File: config.mk
export PLATFORM = sky130hd
export DESIGN_NAME = spi_slave_port
export DESIGN_NICKNAME = d
export VERILOG_FILES = /design/src/rtl/spi_slave_port.sv
export SDC_FILE = /design/constraint.sdc
export NUM_CORES = 1
export LEC_CHECK = 0
export CAP_MARGIN = 10
export CORE_MARGIN = 5
export CORE_UTILIZATION = 34
export CTS_CLUSTER_DIAMETER = 30
export DETAILED_ROUTE_END_ITERATION = 6
export PLACE_DENSITY_LB_ADDON = 0.08
export SYNTH_ARGS = -nofsm -noshare
export SYNTH_HDL_FRONTEND = slang
export SYNTH_SLANG_ARGS = --single-unit
File: constraint.sdc
create_clock -name clk_i -period 4.3 [get_ports clk_i]
set_input_delay 0.43 -clock clk_i [delete_from_list [all_inputs] [get_ports clk_i]]
set_output_delay 0.43 -clock clk_i [all_outputs]
set_load 0.01 [all_outputs]
File: src/rtl/spi_slave_port.sv
`default_nettype none
// ============================================================================
//  Module   : spi_slave_port
//  Purpose  : SPI mode-0 responder. SCK, MOSI and SS are oversampled in the
//             clk_i domain. Received frames are offered on a valid/ready
//             interface. Transmit bytes are queued through a one-entry
//             holding register.
//  Ports    : clk_i, reset_i (async, active low)
//             spi_clk_i, mosi_i, ss_ni, miso_o   - SPI pins
//             rx_data_o, rx_valid_o, rx_ready_i  - receive stream
//             tx_data_i, tx_wr_i, tx_full_o      - transmit holding register
//             overrun_o, underrun_o, abort_o     - sticky errors, clr_i clears
//             busy_o                             - synchronized select active
//  Options  : `define SPI_SLAVE_RX_FIFO_EN selects an RX_DEPTH-entry FIFO
//             (RX_DEPTH a power of 2, at least 2). Otherwise a single
//             holding register is used.
//  Revision : 1.0 - initial release
// ============================================================================
module spi_slave_port #(
    parameter int DATA_WIDTH  = 8,
    parameter int SYNC_STAGES = 2,
    parameter int RX_DEPTH    = 4
) (
    input  logic                  clk_i,
    input  logic                  reset_i,
    input  logic                  spi_clk_i,
    input  logic                  mosi_i,
    input  logic                  ss_ni,
    output logic                  miso_o,
    output logic [DATA_WIDTH-1:0] rx_data_o,
    output logic                  rx_valid_o,
    input  logic                  rx_ready_i,
    input  logic [DATA_WIDTH-1:0] tx_data_i,
    input  logic                  tx_wr_i,
    output logic                  tx_full_o,
    output logic                  overrun_o,
    output logic                  underrun_o,
    output logic                  abort_o,
    input  logic                  clr_i,
    output logic                  busy_o
);

    localparam int                 c_cnt_w    = (DATA_WIDTH > 2) ? $clog2(DATA_WIDTH) : 1;
    localparam logic [c_cnt_w-1:0] c_last_bit = c_cnt_w'(DATA_WIDTH - 1);
    localparam logic [0:0]         c_st_idle   = 1'b0;
    localparam logic [0:0]         c_st_select = 1'b1;

    // ------------------------------------------------------------------
    // Input synchronizers plus one extra SCK copy for edge detection
    // ------------------------------------------------------------------
    logic [SYNC_STAGES-1:0] r_sck_sync;
    logic [SYNC_STAGES-1:0] r_mosi_sync;
    logic [SYNC_STAGES-1:0] r_ss_sync;
    logic                   r_sck_d;

    always_ff @(posedge clk_i or negedge reset_i) begin
        if (!reset_i) begin
            r_sck_sync  <= '0;
            r_mosi_sync <= '0;
            r_ss_sync   <= '1;
            r_sck_d     <= 1'b0;
        end else begin
            r_sck_sync  <= {r_sck_sync[SYNC_STAGES-2:0], spi_clk_i};
            r_mosi_sync <= {r_mosi_sync[SYNC_STAGES-2:0], mosi_i};
            r_ss_sync   <= {r_ss_sync[SYNC_STAGES-2:0], ss_ni};
            r_sck_d     <= r_sck_sync[SYNC_STAGES-1];
        end
    end

    logic w_sck, w_mosi, w_ss, w_sck_rise, w_sck_fall;
    assign w_sck      = r_sck_sync[SYNC_STAGES-1];
    assign w_mosi     = r_mosi_sync[SYNC_STAGES-1];
    assign w_ss       = r_ss_sync[SYNC_STAGES-1];
    assign w_sck_rise = w_sck & ~r_sck_d;
    assign w_sck_fall = ~w_sck & r_sck_d;

    // ------------------------------------------------------------------
    // Frame FSM, shift registers, TX holding register, TX-side flags
    // ------------------------------------------------------------------
    logic [0:0]            r_state;
    logic [c_cnt_w-1:0]    r_bit_cnt;
    logic [DATA_WIDTH-1:0] r_rx_shift;
    logic [DATA_WIDTH-1:0] r_tx_shift;
    logic [DATA_WIDTH-1:0] r_tx_hold;
    logic                  r_tx_full;
    logic                  r_underrun;
    logic                  r_abort;
    logic                  r_push;
    logic [DATA_WIDTH-1:0] r_push_data;
    // A boundary reload found the holding register empty. The frame only
    // counts as an underrun once its first SCK rise arrives; if the master
    // deselects instead, no frame was started and nothing is flagged.
    logic                  r_reload_empty;

    logic w_start, w_selected, w_boundary_load, w_load;
    logic w_set_underrun, w_set_abort;

    assign w_start         = (r_state == c_st_idle) && !w_ss;
    assign w_selected      = (r_state == c_st_select) && !w_ss;
    assign w_boundary_load = w_selected && w_sck_fall && (r_bit_cnt == '0);
    assign w_load          = w_start || w_boundary_load;
    assign w_set_underrun  = (w_start && !r_tx_full) ||
                             (w_selected && w_sck_rise && (r_bit_cnt == '0) && r_reload_empty);
    assign w_set_abort     = (r_state == c_st_select) && w_ss && (r_bit_cnt != '0);

    always_ff @(posedge clk_i or negedge reset_i) begin
        if (!reset_i) begin
            r_state        <= c_st_idle;
            r_bit_cnt      <= '0;
            r_rx_shift     <= '0;
            r_tx_shift     <= '0;
            r_tx_hold      <= '0;
            r_tx_full      <= 1'b0;
            r_underrun     <= 1'b0;
            r_abort        <= 1'b0;
            r_push         <= 1'b0;
            r_push_data    <= '0;
            r_reload_empty <= 1'b0;
        end else begin
            r_push     <= 1'b0;
            r_underrun <= w_set_underrun | (r_underrun & ~clr_i);
            r_abort    <= w_set_abort | (r_abort & ~clr_i);

            // A load takes the old byte; a same-cycle write becomes pending.
            if (w_load) begin
                r_tx_full <= tx_wr_i;
                if (tx_wr_i) r_tx_hold <= tx_data_i;
            end else if (tx_wr_i) begin
                r_tx_hold <= tx_data_i;
                r_tx_full <= 1'b1;
            end

            case (r_state)
                c_st_idle: begin
                    if (!w_ss) begin
                        r_state        <= c_st_select;
                        r_tx_shift     <= r_tx_full ? r_tx_hold : '0;
                        r_bit_cnt      <= '0;
                        r_reload_empty <= 1'b0;
                    end
                end
                default: begin
                    if (w_ss) begin
                        // Deselect; any partial byte is simply never pushed.
                        r_state        <= c_st_idle;
                        r_bit_cnt      <= '0;
                        r_reload_empty <= 1'b0;
                    end else begin
                        if (w_sck_rise) begin
                            r_rx_shift <= {r_rx_shift[DATA_WIDTH-2:0], w_mosi};
                            if (r_bit_cnt == '0) r_reload_empty <= 1'b0;
                            if (r_bit_cnt == c_last_bit) begin
                                r_bit_cnt   <= '0;
                                r_push      <= 1'b1;
                                r_push_data <= {r_rx_shift[DATA_WIDTH-2:0], w_mosi};
                            end else begin
                                r_bit_cnt <= r_bit_cnt + 1'b1;
                            end
                        end
                        if (w_sck_fall) begin
                            if (r_bit_cnt == '0) begin
                                // Frame boundary: queue the next byte for a
                                // back-to-back frame.
                                r_tx_shift     <= r_tx_full ? r_tx_hold : '0;
                                r_reload_empty <= !r_tx_full;
                            end else begin
                                r_tx_shift <= {r_tx_shift[DATA_WIDTH-2:0], 1'b0};
                            end
                        end
                    end
                end
            endcase
        end
    end

    assign tx_full_o  = r_tx_full;
    assign underrun_o = r_underrun;
    assign abort_o    = r_abort;
    assign busy_o     = ~w_ss;
    assign miso_o     = ~w_ss & r_tx_shift[DATA_WIDTH-1];

    // ------------------------------------------------------------------
    // RX buffer
    // ------------------------------------------------------------------
    logic w_pop, w_accept;
    logic r_overrun;
    assign w_pop     = rx_valid_o && rx_ready_i;
    assign overrun_o = r_overrun;

`ifdef SPI_SLAVE_RX_FIFO_EN
    localparam int                 c_ptr_w = (RX_DEPTH > 1) ? $clog2(RX_DEPTH) : 1;
    localparam int                 c_num_w = $clog2(RX_DEPTH + 1);
    localparam logic [c_num_w-1:0] c_depth = c_num_w'(RX_DEPTH);

    logic [DATA_WIDTH-1:0] r_mem [RX_DEPTH];
    logic [c_ptr_w-1:0]    r_wptr;
    logic [c_ptr_w-1:0]    r_rptr;
    logic [c_num_w-1:0]    r_count;

    // A pop in the same cycle frees the slot the push needs.
    assign w_accept = r_push && ((r_count != c_depth) || w_pop);

    always_ff @(posedge clk_i or negedge reset_i) begin
        if (!reset_i) begin
            for (int i = 0; i < RX_DEPTH; i++) r_mem[i] <= '0;
            r_wptr    <= '0;
            r_rptr    <= '0;
            r_count   <= '0;
            r_overrun <= 1'b0;
        end else begin
            r_overrun <= (r_push && !w_accept) | (r_overrun & ~clr_i);
            if (w_accept) begin
                r_mem[r_wptr] <= r_push_data;
                r_wptr        <= r_wptr + 1'b1;
            end
            if (w_pop) r_rptr <= r_rptr + 1'b1;
            if (w_accept && !w_pop)      r_count <= r_count + 1'b1;
            else if (!w_accept && w_pop) r_count <= r_count - 1'b1;
        end
    end

    assign rx_valid_o = (r_count != '0);
    assign rx_data_o  = r_mem[r_rptr];
`else
    logic [DATA_WIDTH-1:0] r_rx_data;
    logic                  r_rx_valid;
    logic [31:0]           w_unused_rx_depth;
    assign w_unused_rx_depth = 32'(RX_DEPTH);

    assign w_accept = r_push && (!r_rx_valid || w_pop);

    always_ff @(posedge clk_i or negedge reset_i) begin
        if (!reset_i) begin
            r_rx_data  <= '0;
            r_rx_valid <= 1'b0;
            r_overrun  <= 1'b0;
        end else begin
            r_overrun <= (r_push && !w_accept) | (r_overrun & ~clr_i);
            if (w_accept) begin
                r_rx_data  <= r_push_data;
                r_rx_valid <= 1'b1;
            end else if (w_pop) begin
                r_rx_valid <= 1'b0;
            end
        end
    end

    assign rx_valid_o = r_rx_valid;
    assign rx_data_o  = r_rx_data;
`endif

endmodule
`default_nettype wire
==> reports/results.txt <==
H-tree depth: 3
Worst path required time: 3.87 ns
Worst skew pair latency: 0.32 ns
Finish-stage setup viols: 0
Worst Tran Pin Value: 0.697 ns
HPWL after detailed placement: 2.87 mm
Number of buffers created by CTS: 9
Leak pwr: 0.00132 uW
Mapped Nets: 188
Vias in the first global route: 1,494
Ratio of cells with drive above 1 in the final layout: 0.261
Post-route ant nets: 0
Area share of the largest cell type after synthesis: 0.597
CP Capture Type: primary output
Crit path kind: flop to primary output
Area of the multi-input gates: 818 um^2
Worst VDD drop: 0.255 mV
Grt total ovfl: 0
I/O Pins: 31
Clock Skew: 0.00485 ns
Largest cells by area after synthesis: dfrtp_1, mux2_2, mux2_4
Reg2Reg Depth: 6
End of the critical path: miso_o
Diode count: 0
Slew Viols, Final: 0
Largest net degree at the start of global routing: 58
RR Startpoint: r_bit_cnt[0]
Drt drc: 0
First-pass GRT wire length: 7.21 mm
FF+latch count, synth: 57
Reg-to-Reg End: r_tx_shift[1]
CP Launch Type: flop
RSZ-0062 raised after global routing: no
Mean post-synth cell area: 13.7 um^2
Clk root buf: clkbuf_8
Gp weighted congestion: 0.722
Sequential share of the synthesized area: 0.619
TritonCTS clock tree: yes
DR vias/cell: 4.79
Synthesis Warnings: 0
Initial DRC count: 47
Post-CTS Resized: 0
CP Max Fanout: 6
Setup TNS: 0 ns
Maximum clock rate: 0.498 GHz
Total track usage: 0.110
Headroom to the max-slew limit: 0.535
Wire per inst: 14.1 um
Hold Crit Class: input port to asynchronous set/reset pin
Synth Instances: 169
Die width: 92.4 um
Final Cycle Share: 0.467
Die H: 92.4 um
Max Buffers Root-to-Sink: 2
Initial core utilization: 0.345
R2r setup slk: 2.57 ns
Final hold slack: 0.232 ns
Fill count: 646
Synth area leader: dfrtp_1
Non-Filler Instances: 291
Synthesized cell area: 0.00231 mm^2
Total placed cells including tap cells: 275
Critical Path Source: r_ss_sync[1]
Via count: 1,393
NumNets Final: 225
Detailed-route wire length: 4.09 mm
Hold Buf Count CTS: 0
Max capacitance violation total: 0
Pre-antenna DRT Iters: 4
Status: completed
Total clock sinks: 57
Netlist cell types: 29
Pwr dens: 401 mW/mm^2
Final Hold Vio Count: 0
Setup Fix Bufs, Post-CTS: 0
Core Area: 0.00668 mm^2
Min Tclk post-route: 2.01 ns
Die ar.: 0.00853 mm^2
Total Power: 1150 uW
Synth-to-Final Area Change: 24.0%
Critical path arrival: 1.58 ns
Worst-path clk slew: 0.06 ns
Initial antenna violation count: 0
Num rows: 30
IO buf count: 30
Register area: 0.00143 mm^2
## placed cells by master (no fill, tap or decap), types with 4 or more instances in the layout
cell type and instances:
dfrtp_1 55, clkdlybuf4s50_1 29, mux2_2 23, nand3_1 15, nor2_1 11, clkbuf_8 11
inv_1 10, mux2_4 8, a31oi_1 7, nand2_1 4
## synthesized netlist by cell type
cell,count
nor2b_1,1
nor2_8,1
nand3_1,15
a21o_1,1
or2b_1,1
o21ai_0,3
a22o_1,2
nand2b_4,2
ha_1,3
a21oi_1,2
dfstp_2,2
dfrtp_1,55
nand2b_2,1
a31oi_1,7
buf_2,3
mux2_2,23
o311ai_0,1
and2b_1,1
nand4_1,1
clkbuf_1,2
inv_1,10
nand2_1,4
nor2_1,11
mux2_4,8
a32o_1,1
nand2_8,1
a21oi_4,1
o22ai_1,3
nand2b_1,3
## power breakdown
| part | internal [uW] | switching [uW] |
|---|---|---|
| Clock | 238 | 194 |
| Combinational | 56.3 | 44.3 |
| Sequential | 582 | 33.3 |
| Total | 876 | 271 |
## flip-flops by register name, indices dropped and copies added (netlist names)
register        count
underrun_o          1
r_push_data         8
r_bit_cnt           3
abort_o             1
rx_data_o           8
r_tx_shift          8
r_push              1
tx_full_o           1
r_tx_hold           8
r_mosi_sync         2
rx_valid_o          1
r_sck_sync          2
r_state             1
overrun_o           1
r_reload_empty      1
r_ss_sync           2
r_sck_d             1
r_rx_shift          7
## worst min-delay path by stage
stage	endpoint	slack [ns]	cells after the start
detailed placement	r_sck_sync[1]	0.34	0
CTS	r_sck_sync[1]	0.26	2
finish	r_sck_sync[1]	0.23	2
global route	r_sck_sync[0]	0.31	2
floorplan	abort_o	0.13	0
global placement	r_mosi_sync[1]	0.34	0
## layer usage
layer	vias up	part of all wire	GRT usage
met5	-	0	0
met4	0	0.024	0.0594
met3	9	0.050	0.0390
met2	23	0.46	0.163
met1	695	0.47	0.140
li1	666	-	-
## final cells by class
class | count | share of cell area
clock buffer | 13 | 0.0555
clock inverter | 3 | 0.00525
inverter | 10 | 0.0131
multi-input combinational | 97 | 0.286
sequential | 57 | 0.499
tap | 80 | 0.0350
timing repair buffer | 31 | 0.106
## metrics by stage
stage	utilization	cell area (um^2)	setup slack, ns
floorplan	-	2310	2.92
finish	0.428	2860	2.29
global placement	0.402	2690	2.55
detailed placement	0.402	2690	2.52
global route	0.428	2860	2.22
CTS	0.428	2860	2.25
## cell families after synthesis
family                     count (synthesis)  synth area share
and+or+nand+nor                           42             0.110
muxes                                     31             0.164
DFF                                       57             0.619
adders and majority gates                  3            0.0163
AOI/OAI and AO/OA                         21            0.0640
buffers and inverters                     15            0.0260
## critical path: stages (launching register included)
cell             delay [ns]
dfstp_2                0.59
and2b_1                0.20
clkdlybuf4s50_1        0.47
(Power assumes the default switching activity.)
